<file path="config.mk">
export PLATFORM = sky130hd
export DESIGN_NAME = alu_mac_pipe
export DESIGN_NICKNAME = d
export VERILOG_FILES = /design/src/rtl/alu_mac_pipe.sv
export SDC_FILE = /design/constraint.sdc
export NUM_CORES = 2
export LEC_CHECK = 0
export BUFFER_PORTS_ARGS = -buffer_cell sky130_fd_sc_hd__clkbuf_2
export CAP_MARGIN = 15
export CORE_AREA = 2 2 423 341
export CTS_BUF_LIST = sky130_fd_sc_hd__clkbuf_8 sky130_fd_sc_hd__clkbuf_16
export CTS_CLUSTER_SIZE = 16
export DETAILED_ROUTE_END_ITERATION = 6
export DIE_AREA = 0 0 425 343
export PLACE_DENSITY_LB_ADDON = 0.1
export SLEW_MARGIN = 0
export SYNTH_ARGS = -nofsm -noshare
export SYNTH_HDL_FRONTEND = slang
export SYNTH_SLANG_ARGS = --single-unit
</file>
<file path="constraint.sdc">
create_clock -name clk_i -period 12.4 [get_ports clk_i]
set_input_delay 1.86 -clock clk_i [delete_from_list [all_inputs] [get_ports clk_i]]
set_output_delay 1.86 -clock clk_i [all_outputs]
set_load 0.01 [all_outputs]
</file>
<file path="src/rtl/alu_mac_pipe.sv">
// Two-stage lane ALU (ADD/SUB/MUL/MAC) with a persistent accumulator.
// S1 holds the accepted operands; S2 holds the result, the flags and v_o.
module alu_mac_pipe #(
  parameter int unsigned vdw_p      = 32,
  parameter int unsigned op_width_p = 2
) (
  input  logic                  clk_i,
  input  logic                  reset_i,
  input  logic                  v_i,
  output logic                  ready_o,
  input  logic [vdw_p-1:0]      a_i,
  input  logic [vdw_p-1:0]      b_i,
  input  logic [op_width_p-1:0] op_i,
  input  logic                  acc_clr_i,
  output logic                  v_o,
  input  logic                  yumi_i,
  output logic [vdw_p-1:0]      result_o,
  output logic                  flag_overflow_o,
  output logic                  flag_zero_o,
  output logic                  flag_negative_o,
  output logic [vdw_p-1:0]      acc_o
);

  typedef enum logic [op_width_p-1:0] {
    OP_ADD = op_width_p'(0),
    OP_SUB = op_width_p'(1),
    OP_MUL = op_width_p'(2),
    OP_MAC = op_width_p'(3)
  } op_e;

  // Stage 1 registers
  logic             v1_q, v1_d;
  logic [vdw_p-1:0] a1_q, b1_q;
  op_e              op1_q;
  logic             clr1_q;

  // Stage 2 registers
  logic             v2_q, v2_d;
  logic [vdw_p-1:0] res_q, res_d;
  logic             ovf_q, ovf_d;
  logic             zero_q, neg_q;
  logic [vdw_p-1:0] acc_q, acc_d;

  logic                 s2_en;
  logic                 accept;
  logic [2*vdw_p-1:0]   prod;
  logic [vdw_p:0]       sum;
  logic [vdw_p-1:0]     acc_base;

  assign s2_en   = v1_q & (~v2_q | yumi_i);
  assign ready_o = ~v1_q | s2_en;
  assign accept  = v_i & ready_o;

  assign v1_d = accept | (v1_q & ~s2_en);
  assign v2_d = s2_en | (v2_q & ~yumi_i);

  assign prod     = {{vdw_p{1'b0}}, a1_q} * {{vdw_p{1'b0}}, b1_q};
  assign acc_base = clr1_q ? '0 : acc_q;

  // Result, overflow and accumulator next-state from the S1 operands
  always_comb begin
    sum   = '0;
    res_d = '0;
    ovf_d = 1'b0;
    acc_d = acc_q;
    case (op1_q)
      OP_ADD: begin
        sum   = {1'b0, a1_q} + {1'b0, b1_q};
        res_d = sum[vdw_p-1:0];
        ovf_d = sum[vdw_p];
      end
      OP_SUB: begin
        sum   = {1'b0, a1_q} + {1'b0, ~b1_q} + (vdw_p+1)'(1);
        res_d = sum[vdw_p-1:0];
        ovf_d = ~sum[vdw_p];
      end
      OP_MUL: begin
        res_d = prod[vdw_p-1:0];
        ovf_d = |prod[2*vdw_p-1:vdw_p];
      end
      OP_MAC: begin
        sum   = {1'b0, acc_base} + {1'b0, prod[vdw_p-1:0]};
        res_d = sum[vdw_p-1:0];
        ovf_d = sum[vdw_p];
        if (s2_en) acc_d = sum[vdw_p-1:0];
      end
      default: begin
        res_d = '0;
        ovf_d = 1'b0;
      end
    endcase
  end

  // Stage 1: capture operands when an op is accepted
  always_ff @(posedge clk_i) begin
    if (reset_i) begin
      v1_q   <= 1'b0;
      a1_q   <= '0;
      b1_q   <= '0;
      op1_q  <= OP_ADD;
      clr1_q <= 1'b0;
    end else begin
      v1_q <= v1_d;
      if (accept) begin
        a1_q   <= a_i;
        b1_q   <= b_i;
        op1_q  <= op_e'(op_i);
        clr1_q <= acc_clr_i;
      end
    end
  end

  // Stage 2: register result, flags and accumulator when S1 advances
  always_ff @(posedge clk_i) begin
    if (reset_i) begin
      v2_q   <= 1'b0;
      res_q  <= '0;
      ovf_q  <= 1'b0;
      zero_q <= 1'b0;
      neg_q  <= 1'b0;
      acc_q  <= '0;
    end else begin
      v2_q  <= v2_d;
      acc_q <= acc_d;
      if (s2_en) begin
        res_q  <= res_d;
        ovf_q  <= ovf_d;
        zero_q <= (res_d == '0);
        neg_q  <= res_d[vdw_p-1];
      end
    end
  end

  assign v_o             = v2_q;
  assign result_o        = res_q;
  assign flag_overflow_o = ovf_q;
  assign flag_zero_o     = zero_q;
  assign flag_negative_o = neg_q;
  assign acc_o           = acc_q;

endmodule

</file>
# Word-level counts from Yosys, hierarchy flattened
# Cells that the tools add are included.
# classes
bitwise	14
n_reduce_logical	4
n_mux	3
multipliers	1
n_eq_ne	3
addsub	4
# ops
cell	n
$pmux W32 S4	1
$add A32 B32 Y33	3
$mul A32 B32 Y64	1
$add A33 B1 Y33 const B	1
$logic_not A32 Y1	1
$mux W32	1
$not A32 Y32	1
$reduce_or A32 Y1	1
$not A1 Y1	5
$and A1 B1 Y1	4
$eq A2 B2 Y1 const B	2
$or A1 B1 Y1	4
$pmux W1 S4	1
$eq A2 B1 Y1 const B	1
$logic_not A2 Y1	1
$reduce_and A2 Y1	1
# word_totals
in_bits	71
word_cells	40
out_inout_bits	69
reg_bits	136

# Depth between registers and ports, before layout
# logic_depth
word_depth	6
mapped_depth	39
mapped_depth_nobuf	36

# Worst setup path after synthesis
# Ideal clock, no wire load.
# synth_path
path_kind	reg2reg
from	register a1_q[7]
to	register res_q[31], in the netlist result_o[31]
path_stages_with_launch	36
synth_period_minus_slack_ps	8584
required_time_ps	12341
path_buffers	3
setup_slack_ps	3816
arrival_ps	8525
path_cell_list	dfxtp_1 > clkbuf_1 > nand2_1 > fa_1 > inv_1 > fa_1 > fa_1 > inv_1 > fa_1 > inv_1 > fa_1 > ha_1 > fa_1 > inv_1 > fa_1 > inv_1 > ha_1 > clkbuf_1 > nand2_1 > o41a_1 > o31ai_1 > xnor2_1 > inv_1 > ha_1 > clkbuf_1 > a21o_1 > a21o_1 > a21oi_1 > nor2_1 > a221o_1 > o31ai_1 > nand2_1 > a21oi_1 > xor2_1 > a221oi_1 > o211a_1
# synth_between
elab_chain_len	3
# synth_lines
item	line_no	rtl
start, declared	33	logic [vdw_p-1:0] a1_q, b1_q;
start signal, assigned	105	a1_q <= a_i;
$mul A32 B32 Y64 / $add A32 B32 Y33 (equally long branches)	57, 73	
$add A32 B32 Y33 / $add A33 B1 Y33 (equally long branches)	82, 73	
$pmux W32 S4 *	66	case (op1_q)
end signal, assigned	126	res_q <= res_d;
end, declared	39	logic [vdw_p-1:0] res_q, res_d;
# Every way passes the cells marked *; elsewhere a longest branch is shown, timed or not.
# A chain may end at the register's enable or synchronous reset.

# Worst setup path after layout
# layout_path
from	register a1_q[0]
to	register zero_q, in the netlist flag_zero_o
# layout_between
elab_chain_len	4
# layout_lines
item	line_no	rtl
$mul A32 B32 Y64 / $add A32 B32 Y33 (equally long branches)	57, 73	
$add A32 B32 Y33 / $add A33 B1 Y33 (equally long branches)	82, 73	
$pmux W32 S4 *	66	
$logic_not A32 Y1 *	128	zero_q <= (res_d == '0);
end signal, assigned	128	
end, declared	41	logic zero_q, neg_q;
# Marked as above.

==> run_results.csv <==
group,metric,value,unit
placed_design,dp_hpwl,142000,um
timing,tightest_slew,1280,ps
placed_design,detailedPlace.worstSlack,1630,ps
global_routing,grt_antenna_before_repair,28,
pwr,vdd_ir_drop_max,0.000128,V
setup_path,critPathLaunch,"a1_q[0]$_SDFFE_PP0P_",
cts,holdBufCountCts,0,
min_path,hold_path.class,"reg2reg",
setup_path,max_stage_delay,1030,ps
die,die-area,146000,sq um
timing,finalSetupViolations,0,
run,max-cap-violations,0,
drt,antenna_left,0,
global_routing,grt_pass1_vias,37500,
setup_path,critPathKind,"reg2reg",
run_status,status,"finished clean",
finish,stdcell_area,48300,sq um
drt,detail_route.first_pass.iterations,5,
cts,cts_buffers,17,
die,initial_core_util,31.7,%
timing,setup_ws,1470,ps
setup_path,crit_path_frequent_cell,"ha_1",
timing,hold_violations,0,
finish,layout.nets,6580,
finish,multiInputGateArea,37400,sq um
cts,cts_max_path_buffers,2,
min_path,hp-start,"b1_q[17]$_SDFFE_PP0P_",
timing,rsz0062_at_grt,"false",
setup_path,crit_required,12870,ps
timing,setup-tns-final,0,ps
yosys,synthesis.area,45000,sq um
global_routing,grt_most_used_layer,"met1",
die,design.core.area,142000,sq um
drt,drc,0,
global_routing,grt_max_degree,66,
setup_path,critical-path-top-delay-family,"adder cells",
cts,cts_tree,"built",
yosys,ys_seq_area_share,6.01,%
yosys,synth_nets,6641,
global_routing,grt_use_total,24.3,%
finish,drive_gt1_share,5.93,%
yosys,synth_largest_type_area_fraction,40.0,%
drt,finalWirelength,174000,um
placed_design,place_congestion,0.925,
global_routing,globalRoute.totalOverflow,0,
timing,slew_headroom,14.4,%
yosys,ys_top_cells_by_area,"fa_1 (40%), and2_1 (11%), ha_1 (10%)",
die,die_h,343,um
cts,post_cts_resized,0,
yosys,synth-seq-cells,135,
finish,register_area,2710,sq um
placed_design,io_buffers,139,
finish,layout_commonest_cell,"inv_1",
finish,fill_cells,15100,
finish,most-common-layout-cells,"inv_1 (972), fa_1 (899), and2_1 (759)",
timing,period_minus_slack,10930,ps
timing,drv_slew,0,
global_routing,grt.met1_usage,38.0,%
setup_path,crit_arrival,11400,ps
setup_path,path_buf_inv,5,
setup_path,cpMaxStageDelayCell,"clkinv_1",
cts,cts.sink_count,135,
timing,worst_clock_skew,24.6,ps
yosys,netlist_instances,5311,
yosys,synth_cell_types,83,
global_routing,grt_pass1_wl,260000,um
finish,area_delta_synth_final,7.31,%
yosys,synth_ff_type,"dfxtp_1",
yosys,synth-edff-count,0,
die,ios,140,
cts,clk_pin_slew,90,ps
die,fp-row-count,124,
setup_path,critical_path.startpoint_type,"flip-flop",
cts,root_buffer,"clkbuf_16",
cts,post_cts_buffers,0,
timing,fmax,0.0915,GHz
cts,clock_latency,520,ps
placed_design,placed_cell_area,47600,sq um
yosys,async_reset_ff_share,0,%
drt,vias,35900,
pwr,p_leak,21.6,nW
drt,via_per_inst,5.02,
yosys,yosys.area.top_type,"fa_1",
setup_path,critical_path.max_fanout,27,
setup_path,critPathCaptureType,"flip-flop",
timing,fin_crit_sh,88.2,%
pwr,power_density,68.7,nW/um^2
drt,drt-initial-drc-count,2831,
global_routing,gr-usage-met2,35.2,%
setup_path,r2r_start,"a1_q[0]$_SDFFE_PP0P_",
yosys,syn_area_per_cell,8.47,sq um
yosys,yosys_warnings,0,
drt,wl_per_cell,24.3,um
global_routing,grt.met3_usage,4.40,%
pwr,finalPower,3.32,mW
die,die_w,425,um
cts,h-tree-depth,4,
[state kept, by name (all words and copies together), names as in the netlist, 2 cells and up]
signal	cells
a1_q	32
result_o	32
b1_q	32
op1_q	2
acc_o	32
[power by group]
part	switching, mW	total (mW)	internal [mW]
Combinational	1.47	2.22	0.749
Sequential	0.0444	0.499	0.454
Clock	0.290	0.601	0.311
[final timing paths]
check	endpoint	depth (start not counted)	slack, ps
worst min register to register	b1_q[17]$_SDFFE_PP0P_	2	460
worst max register to register	flag_zero_o$_SDFFE_PP0P_	31	1470
worst min-delay path	b1_q[17]$_SDFFE_PP0P_	2	460
worst max-delay path	flag_zero_o$_SDFFE_PP0P_	31	1470
[logic make-up after synthesis]
logic type	share of synthesized area [%]
compound gates	10.0
xor+xnor	2.03
fa+ha+maj	50.0
buf+inv	10.8
flops	6.01
mux	0.395
simple gates	20.7
[synthesized netlist by cell type, types with 9 or more instances]
master      n
a211oi_1   38
a21o_1     52
a21oi_1   287
a311oi_1    9
a31oi_1    14
and2_1    760
and3_1     15
and4_1     11
buf_1      11
clkbuf_1  307
dfxtp_1   135
fa_1      899
ha_1      360
inv_1     972
mux2i_1    11
nand2_1   561
nand2b_1   19
nand3_1    34
nand4_1    39
nor2_1    202
nor2b_1    53
nor3_1     49
nor4_1     14
o211ai_1   23
o21a_1     18
o21ai_0   100
o21bai_1   16
o31ai_1    22
or2_2       9
or3_1      14
xnor2_1    69
xor2_1     35
[per-stage QoR]
| step | cells | util [%] | hold slack (ps) |
|---|---|---|---|
| floorplan | 5311 | - | 481 |
| global placement | 7120 | 33.6 | 443 |
| detailed placement | 7121 | 33.6 | 448 |
| CTS | 7153 | 34.0 | 459 |
| global route | 7155 | 34.0 | 474 |
| finish | 7158 | 34.0 | 455 |
[routing by layer]
| layer | wire length [um] | vias up |
|---|---|---|
| met2 | 72400 | 973 |
| li1 | - | 16300 |
| met1 | 87700 | 18500 |
| met5 | 100 | - |
| met3 | 11700 | 112 |
| met4 | 1920 | 14 |
[area by class of cell]
cell class / instances / area share, %
clock inverters: 14 / 0.373
diodes: 5 / 0.0259
clock buffers: 18 / 0.910
repair buffers: 239 / 3.04
inverters: 975 / 7.58
multi-input cells: 3882 / 77.6
well taps: 1890 / 4.90
flip-flops and latches: 135 / 5.61
[worst min-delay path: cells and delay by family (launching register included)]
family / cells / cell delay [ps]
flip-flops: 1 / 310
AND/OR/NAND/NOR: 1 / 50
AO/OA/AOI/OAI: 1 / 50
(Power assumes the default switching activity.)
